$ cat src/rtl/ghr_ckpt_if.sv
// ghr_ckpt_if: prediction/resolution handshakes, GHR control and status bundle for ghr_ckpt_ctrl
interface ghr_ckpt_if #(
    parameter int HIST_W = 14,
    parameter int DEPTH  = 8,
    parameter int CNT_W  = 16
);
    localparam int PW = $clog2(DEPTH) + 1;
    logic              pred_valid;
    logic              pred_taken;
    logic              pred_ready;
    logic              res_valid;
    logic              res_taken;
    logic              res_ready;
    logic [HIST_W-1:0] ghr_rd_data;
    logic              ghr_wr_en;
    logic              ghr_wr_data;
    logic              ghr_re_en;
    logic [HIST_W-1:0] ghr_re_data;
    logic [PW-1:0]     inflight;
    logic [CNT_W-1:0]  br_cnt;
    logic [CNT_W-1:0]  mispred_cnt;
    modport slave (
        input  pred_valid, pred_taken, res_valid, res_taken, ghr_rd_data,
        output pred_ready, res_ready, ghr_wr_en, ghr_wr_data, ghr_re_en, ghr_re_data,
               inflight, br_cnt, mispred_cnt
    );
    modport master (
        output pred_valid, pred_taken, res_valid, res_taken, ghr_rd_data,
        input  pred_ready, res_ready, ghr_wr_en, ghr_wr_data, ghr_re_en, ghr_re_data,
               inflight, br_cnt, mispred_cnt
    );
endinterface

$ cat src/rtl/ghr_ckpt_ctrl.sv
// ghr_ckpt_ctrl: speculative GHR checkpoint FIFO with in-order mispredict recovery
module ghr_ckpt_ctrl #(
    parameter int HIST_W = 14,
    parameter int DEPTH  = 8,
    parameter int CNT_W  = 16
) (
    input logic     clk,
    input logic     reset,
    ghr_ckpt_if.slave bus
);
    localparam int AW = $clog2(DEPTH);
    localparam logic [0:0] RUN     = 1'b0;
    localparam logic [0:0] RECOVER = 1'b1;

    logic [0:0]        r_state;
    logic [AW:0]       r_wp;
    logic [AW:0]       r_rp;
    logic [HIST_W:0]   r_fifo [DEPTH];
    logic [HIST_W-1:0] r_rec_hist;
    logic [CNT_W-1:0]  r_br_cnt;
    logic [CNT_W-1:0]  r_mis_cnt;
    logic [HIST_W:0]   w_head;
    logic              w_run;
    logic              w_full;
    logic              w_empty;
    logic              w_pf;
    logic              w_rf;
    logic              w_mis;
    logic              w_push;
    logic              w_pop;

    // handshakes gated off during reset; a mispredict squashes any same-cycle push
    always_comb begin
        w_run   = r_state == RUN;
        w_empty = r_wp == r_rp;
        w_full  = (r_wp[AW] != r_rp[AW]) && (r_wp[AW-1:0] == r_rp[AW-1:0]);
        w_head  = r_fifo[r_rp[AW-1:0]];
        w_pf    = bus.pred_valid && w_run && !w_full && !reset;
        w_rf    = bus.res_valid && w_run && !w_empty && !reset;
        w_mis   = w_rf && (bus.res_taken != w_head[0]);
        w_push  = w_pf && !w_mis;
        w_pop   = w_rf && !w_mis;
    end

    assign bus.pred_ready  = w_run && !w_full;
    assign bus.res_ready   = w_run && !w_empty;
    assign bus.ghr_wr_en   = w_push;
    assign bus.ghr_wr_data = bus.pred_taken;
    assign bus.ghr_re_en   = r_state == RECOVER;
    assign bus.ghr_re_data = r_rec_hist;
    assign bus.inflight    = r_wp - r_rp;
    assign bus.br_cnt      = r_br_cnt;
    assign bus.mispred_cnt = r_mis_cnt;

    // checkpoint storage holds {pre-update history, predicted direction}
    always_ff @(posedge clk) begin
        if (w_push) r_fifo[r_wp[AW-1:0]] <= {bus.ghr_rd_data, bus.pred_taken};
    end

    // pointers, recovery FSM, corrected history and saturating statistics
    always_ff @(posedge clk or posedge reset) begin
        if (reset) begin
            r_state    <= RUN;
            r_wp       <= '0;
            r_rp       <= '0;
            r_rec_hist <= '0;
            r_br_cnt   <= '0;
            r_mis_cnt  <= '0;
        end else begin
            r_state <= w_mis ? RECOVER : RUN;
            if (w_mis) begin
                r_wp       <= '0;
                r_rp       <= '0;
                r_rec_hist <= {w_head[HIST_W-1:1], bus.res_taken};
            end else begin
                if (w_push) r_wp <= r_wp + 1'b1;
                if (w_pop) r_rp <= r_rp + 1'b1;
            end
            if (w_rf && !(&r_br_cnt)) r_br_cnt <= r_br_cnt + 1'b1;
            if (w_mis && !(&r_mis_cnt)) r_mis_cnt <= r_mis_cnt + 1'b1;
        end
    end
endmodule
$ cat src/flat_wrapper.sv
// flat-port wrapper written by rule: the top's interface ports become plain ports
module ghr_ckpt_ctrl_flat 
#(
    parameter int HIST_W = 14,
    parameter int DEPTH  = 8,
    parameter int CNT_W  = 16
)
  (clk, reset, bus_pred_valid, bus_pred_taken, bus_res_valid, bus_res_taken, bus_ghr_rd_data, bus_pred_ready, bus_res_ready, bus_ghr_wr_en, bus_ghr_wr_data, bus_ghr_re_en, bus_ghr_re_data, bus_inflight, bus_br_cnt, bus_mispred_cnt);
  ghr_ckpt_if #(.HIST_W(HIST_W), .DEPTH(DEPTH), .CNT_W(CNT_W)) bus_i ();
  input logic clk;
  input logic reset;
  input wire logic [$bits(bus_i.pred_valid)-1:0] bus_pred_valid;
  input wire logic [$bits(bus_i.pred_taken)-1:0] bus_pred_taken;
  input wire logic [$bits(bus_i.res_valid)-1:0] bus_res_valid;
  input wire logic [$bits(bus_i.res_taken)-1:0] bus_res_taken;
  input wire logic [$bits(bus_i.ghr_rd_data)-1:0] bus_ghr_rd_data;
  output wire logic [$bits(bus_i.pred_ready)-1:0] bus_pred_ready;
  output wire logic [$bits(bus_i.res_ready)-1:0] bus_res_ready;
  output wire logic [$bits(bus_i.ghr_wr_en)-1:0] bus_ghr_wr_en;
  output wire logic [$bits(bus_i.ghr_wr_data)-1:0] bus_ghr_wr_data;
  output wire logic [$bits(bus_i.ghr_re_en)-1:0] bus_ghr_re_en;
  output wire logic [$bits(bus_i.ghr_re_data)-1:0] bus_ghr_re_data;
  output wire logic [$bits(bus_i.inflight)-1:0] bus_inflight;
  output wire logic [$bits(bus_i.br_cnt)-1:0] bus_br_cnt;
  output wire logic [$bits(bus_i.mispred_cnt)-1:0] bus_mispred_cnt;
  assign bus_i.pred_valid = bus_pred_valid;
  assign bus_i.pred_taken = bus_pred_taken;
  assign bus_i.res_valid = bus_res_valid;
  assign bus_i.res_taken = bus_res_taken;
  assign bus_i.ghr_rd_data = bus_ghr_rd_data;
  assign bus_pred_ready = bus_i.pred_ready;
  assign bus_res_ready = bus_i.res_ready;
  assign bus_ghr_wr_en = bus_i.ghr_wr_en;
  assign bus_ghr_wr_data = bus_i.ghr_wr_data;
  assign bus_ghr_re_en = bus_i.ghr_re_en;
  assign bus_ghr_re_data = bus_i.ghr_re_data;
  assign bus_inflight = bus_i.inflight;
  assign bus_br_cnt = bus_i.br_cnt;
  assign bus_mispred_cnt = bus_i.mispred_cnt;
  ghr_ckpt_ctrl #(.HIST_W(HIST_W), .DEPTH(DEPTH), .CNT_W(CNT_W)) u_core (.clk(clk), .reset(reset), .bus(bus_i));
endmodule
$ cat config.mk
export PLATFORM = sky130hd
export DESIGN_NAME = ghr_ckpt_ctrl_flat
export DESIGN_NICKNAME = d
export VERILOG_FILES = /design/src/rtl/ghr_ckpt_if.sv /design/src/rtl/ghr_ckpt_ctrl.sv /design/src/flat_wrapper.sv
export SDC_FILE = /design/constraint.sdc
export NUM_CORES = 1
export LEC_CHECK = 0
export ABC_AREA = 1
export BUFFER_PORTS_ARGS = -buffer_cell sky130_fd_sc_hd__buf_2
export CORE_ASPECT_RATIO = 1.2
export CORE_MARGIN = 2
export CORE_UTILIZATION = 57
export DETAILED_ROUTE_END_ITERATION = 16
export PLACE_DENSITY = 0.87
export SLEW_MARGIN = 15
export SYNTH_ARGS = -nofsm -noshare
export SYNTH_HDL_FRONTEND = slang
export SYNTH_SLANG_ARGS = --single-unit
export TNS_END_PERCENT = 30
$ cat constraint.sdc
create_clock -name clk -period 7.7 [get_ports clk]
set_input_delay 1.54 -clock clk [delete_from_list [all_inputs] [get_ports clk]]
set_output_delay 1.54 -clock clk [all_outputs]
set_load 0.05 [all_outputs]
==> summary by stage <==
Run status
The run finished with clean final reports.

CTS
The clock tree from TritonCTS is done. No sink is reached through more buffers than the 2 on the longest clock path. The setup fix buffers added after clock tree synthesis is 0.

The buffer type at the clock tree root is sky130_fd_sc_hd__clkbuf_16. The total number of H-tree levels is 4. Clock tree synthesis inserted a total of 17 buffers. The number of buffers inserted for hold repair after clock tree synthesis is 0. Clock latency on the worst-skew pair, taken at its later pin, is around 0.43 ns. For this design, the sink count on the clock tree is ~170. After clock tree synthesis, the clock-pin slew on the worst setup and hold paths is ~0.070 ns.

Post-CTS repair changed the size of 0 cells.

Critical path
The setup path with the least slack is of type input port to primary output. The slowest library cell on the worst path is sky130_fd_sc_hd__buf_4. The highest fanout seen on the critical path is 57. The endpoint kind of the worst setup timing path is a primary output.

Tracing the worst setup path back leads to its startpoint at reset. At the worst endpoint, the required time is between 6 and 7 ns. The startpoint type of the worst setup path is an input port. The startpoint identified for the worst register-to-register timing path is u_core.r_rp[2]$_DFFE_PP0P_. The critical path data arrival time is about 3.7 ns.

Walking the worst path, the cells encountered are buf_2, inv_2, buf_4, nand2_1, nor2_8, nand3_4, nand2_1, inv_1, buf_2. In this design, the stage delay of the slowest critical-path cell is between 0.5 and 0.6 ns.

Synth
Among all flip-flop cells after synthesis, the most frequent one is sky130_fd_sc_hd__edfxtp_1. The post-synthesis instance area is about 0.0075 mm^2. The synthesized design contains approximately 170 register bits. By area the synthesized netlist is led by sky130_fd_sc_hd__edfxtp_1 (45%), sky130_fd_sc_hd__dfrtp_1 (18%), sky130_fd_sc_hd__nand2_1 (9.3%), sky130_fd_sc_hd__nor2_1 (4.0%), sky130_fd_sc_hd__o21ai_0 (3.6%). The most common cell in the synthesized netlist is sky130_fd_sc_hd__nand2_1.

The async set-reset flop share out of synthesis is approximately 33%. The net count of the mapped netlist is between 700 and 800. The post-synthesis area per instance is between 10 and 15 um^2. The number of distinct library cells after synthesis is 33. Sorting the synthesized cells by how often they occur yields sky130_fd_sc_hd__nand2_1 (186), sky130_fd_sc_hd__edfxtp_1 (112), sky130_fd_sc_hd__nor2_1 (80). The synthesis warning total is 0.

The share of Yosys cell area claimed by the top area cell type is about 45%. In the synthesized netlist, the number of instances is approximately 720. The synthesized design spends more area on one cell type than any other, namely sky130_fd_sc_hd__edfxtp_1. Yosys mapped a number of flops with a built-in enable equal to about 110. The post-synthesis sequential area ratio is between 60% and 70%.

Timing
The final critical path takes up between 60% and 70% of the cycle. Setup slack on the critical path of the routed design comes to 2.42 ns. The number of slew-limit violations in the final report is 0. After routing, the total negative slack on setup checks comes to 0 ns.

The worst slew margin relative to its limit is 36.1%. The worst path needs between 5 and 6 ns of the cycle, external delays included. The final-report hold violation count came to 0. Setup violations remaining at the end of the flow were counted as 0. At the pin with the least slew margin, the transition time is approximately 0.96 ns. The top achievable clock speed is approximately 190 MHz. The clock skew is about 0.011 ns. Hold timing on the final database bottoms out at a slack of approximately 0.48 ns. Setup repair after global routing left no endpoint under its margin.

Placement
The worst setup slack before clock tree synthesis is 2.38 ns. The number of cells in the design after placement is 943. During placement, the flow inserted port buffers numbering 73. In this run the cell area measured after placement is about 0.008 mm^2. The congestion estimate from routability-driven global placement came to ~0.90. The detailed placer's ending HPWL is just over 10000 um.

Finish
In the final design database the tool counted between 800 and 900 nets. The growth of design area from synthesis to finish is 14.2%. The post-route cell area is between 0.008 and 0.009 mm^2.

The non-filler instance count after layout is around 980. 0 antenna diodes ended up in the layout. In the final layout, the share of cells above drive strength 1 is about 17%. Cells fill between 60% and 70% of the core in the end.

Global route
The first global-routing pass estimated 25600 um of wire. The total overflow reported by the global router is 0. The number of global-route vias before repair is 5138.

The met3 track demand over resource in global routing is 5.73%. The layer carrying the most global-route usage is met2. For met2 alone, demand over resource in global routing was between 40% and 50%. The total routing resource utilization after global routing is between 20% and 30%. Entering global routing, the biggest net connects between 60 and 70 pins. The initial antenna violation count is 0. Global routing consumed, on the met1 layer, a little under a third of the routing resources.

Drt
The number of DRC violations after detailed routing is 0. Before antenna repair, the detailed router went through 5 iterations. The total length of routed wires is roughly 16000 um. The total number of vias is 5447. The count of nets left with antenna violations once routing finished came out at 0. The via density per instance is about 5.6.

After the first detailed-routing iteration, the DRC count stood at 687. The average wire per cell in the routed design is 16.6 um.

Die
The effective utilization at floorplan is 58.8%. Pin placement for this block handled 75 I/O pins. The area enclosed by the die boundary is between 0.01 and 0.015 mm^2.

The floorplan step set the die width to roughly 110 um. The number of cell rows is 45. The core region area is about 0.013 mm^2. The floorplan die height is 129 um.

Job
The number of violations of the max-capacitance limit is 0.

Worst hold path
The startpoint identified for the worst hold timing path is u_core.bus.ghr_re_data[6]$_DFFE_PP0N_. In this run the worst hold path is classified as flip-flop to flip-flop.

Power and ir drop
The ratio of total power to cell area is between 300 and 400 mW/mm^2. The total power after layout is around 3.3 mW. In this run the static leakage power is ~3.7 nW. The maximum VDD drop is 0.000432 V.
[layout by cell type (no fill, tap or decap), types with 8 or more instances in the layout]
master and count:
sky130_fd_sc_hd__nand2_1 186, sky130_fd_sc_hd__edfxtp_1 112, sky130_fd_sc_hd__nor2_1 80, sky130_fd_sc_hd__buf_2 73, sky130_fd_sc_hd__dfrtp_1 55, sky130_fd_sc_hd__o21ai_0 54
sky130_fd_sc_hd__inv_1 47, sky130_fd_sc_hd__nand3_1 41, sky130_fd_sc_hd__o22ai_1 26, sky130_fd_sc_hd__xor2_1 20, sky130_fd_sc_hd__clkbuf_16 17, sky130_fd_sc_hd__xnor2_1 11
sky130_fd_sc_hd__nand4_1 11, sky130_fd_sc_hd__buf_4 11, sky130_fd_sc_hd__o21ai_1 10, sky130_fd_sc_hd__nor3_1 8
[state kept, by name, summed over array words and instances (netlist names)]
register / cells
u_core.bus.mispred_cnt: 16
u_core.r_fifo: 112
u_core.r_rp: 4
u_core.r_wp: 4
u_core.bus.br_cnt: 16
u_core.bus.ghr_re_en: 1
u_core.bus.ghr_re_data: 14
[cell type report]
class                           count  area, um^2
Sequential cell                   167        4740
Fill cell                         943        4190
Multi-Input combinational cell    474        2380
Timing Repair Buffer               84         448
Clock buffer                       17         425
Tap cell                          164         205
Inverter                           54         203
Clock inverter                     15         140
[cell families after synthesis]
family | after synthesis | synth area share [%]
AOI/OAI and AO/OA | 91 | 6.52
adders and majority gates | 8 | 1.44
buffers and inverters | 83 | 4.85
and+or+nand+nor | 344 | 20.2
xor gates and xnor gates | 31 | 3.63
DFF | 167 | 63.4
[per-layer routing]
metal,routed length (um),share of wire [%]
met2,8120,50
met5,0,0
met4,327,2.0
met3,1110,6.9
met1,6660,41
[path summary, 6_finish.rpt]
path	to	slack, ns	cells after the start
min	u_core.bus.ghr_re_data[6]$_DFFE_PP0N_	0.48	2
max	bus_ghr_wr_en	2.42	9
max in group asynchronous	u_core.bus.br_cnt[13]$_DFFE_PP0P_	5.91	3
max reg2reg	u_core.r_fifo[6][2]$_DFFE_PP_	3.69	11
min in group asynchronous	u_core.bus.mispred_cnt[3]$_DFFE_PP0P_	1.32	3
min reg2reg	u_core.bus.ghr_re_data[6]$_DFFE_PP0N_	0.48	2
[where the power goes]
part	leakage [nW]	internal [mW]	switching, mW
combinational	1.69	0.334	0.986
clock	0.278	0.426	0.378
sequential	1.73	1.08	0.105
[critical path: cells and delay by family]
kind	cells	cell delay, ns
AND/OR/NAND/NOR	4	1.15
buffers and inverters	5	1.04
Note: power is estimated with default switching activity, not from simulation.
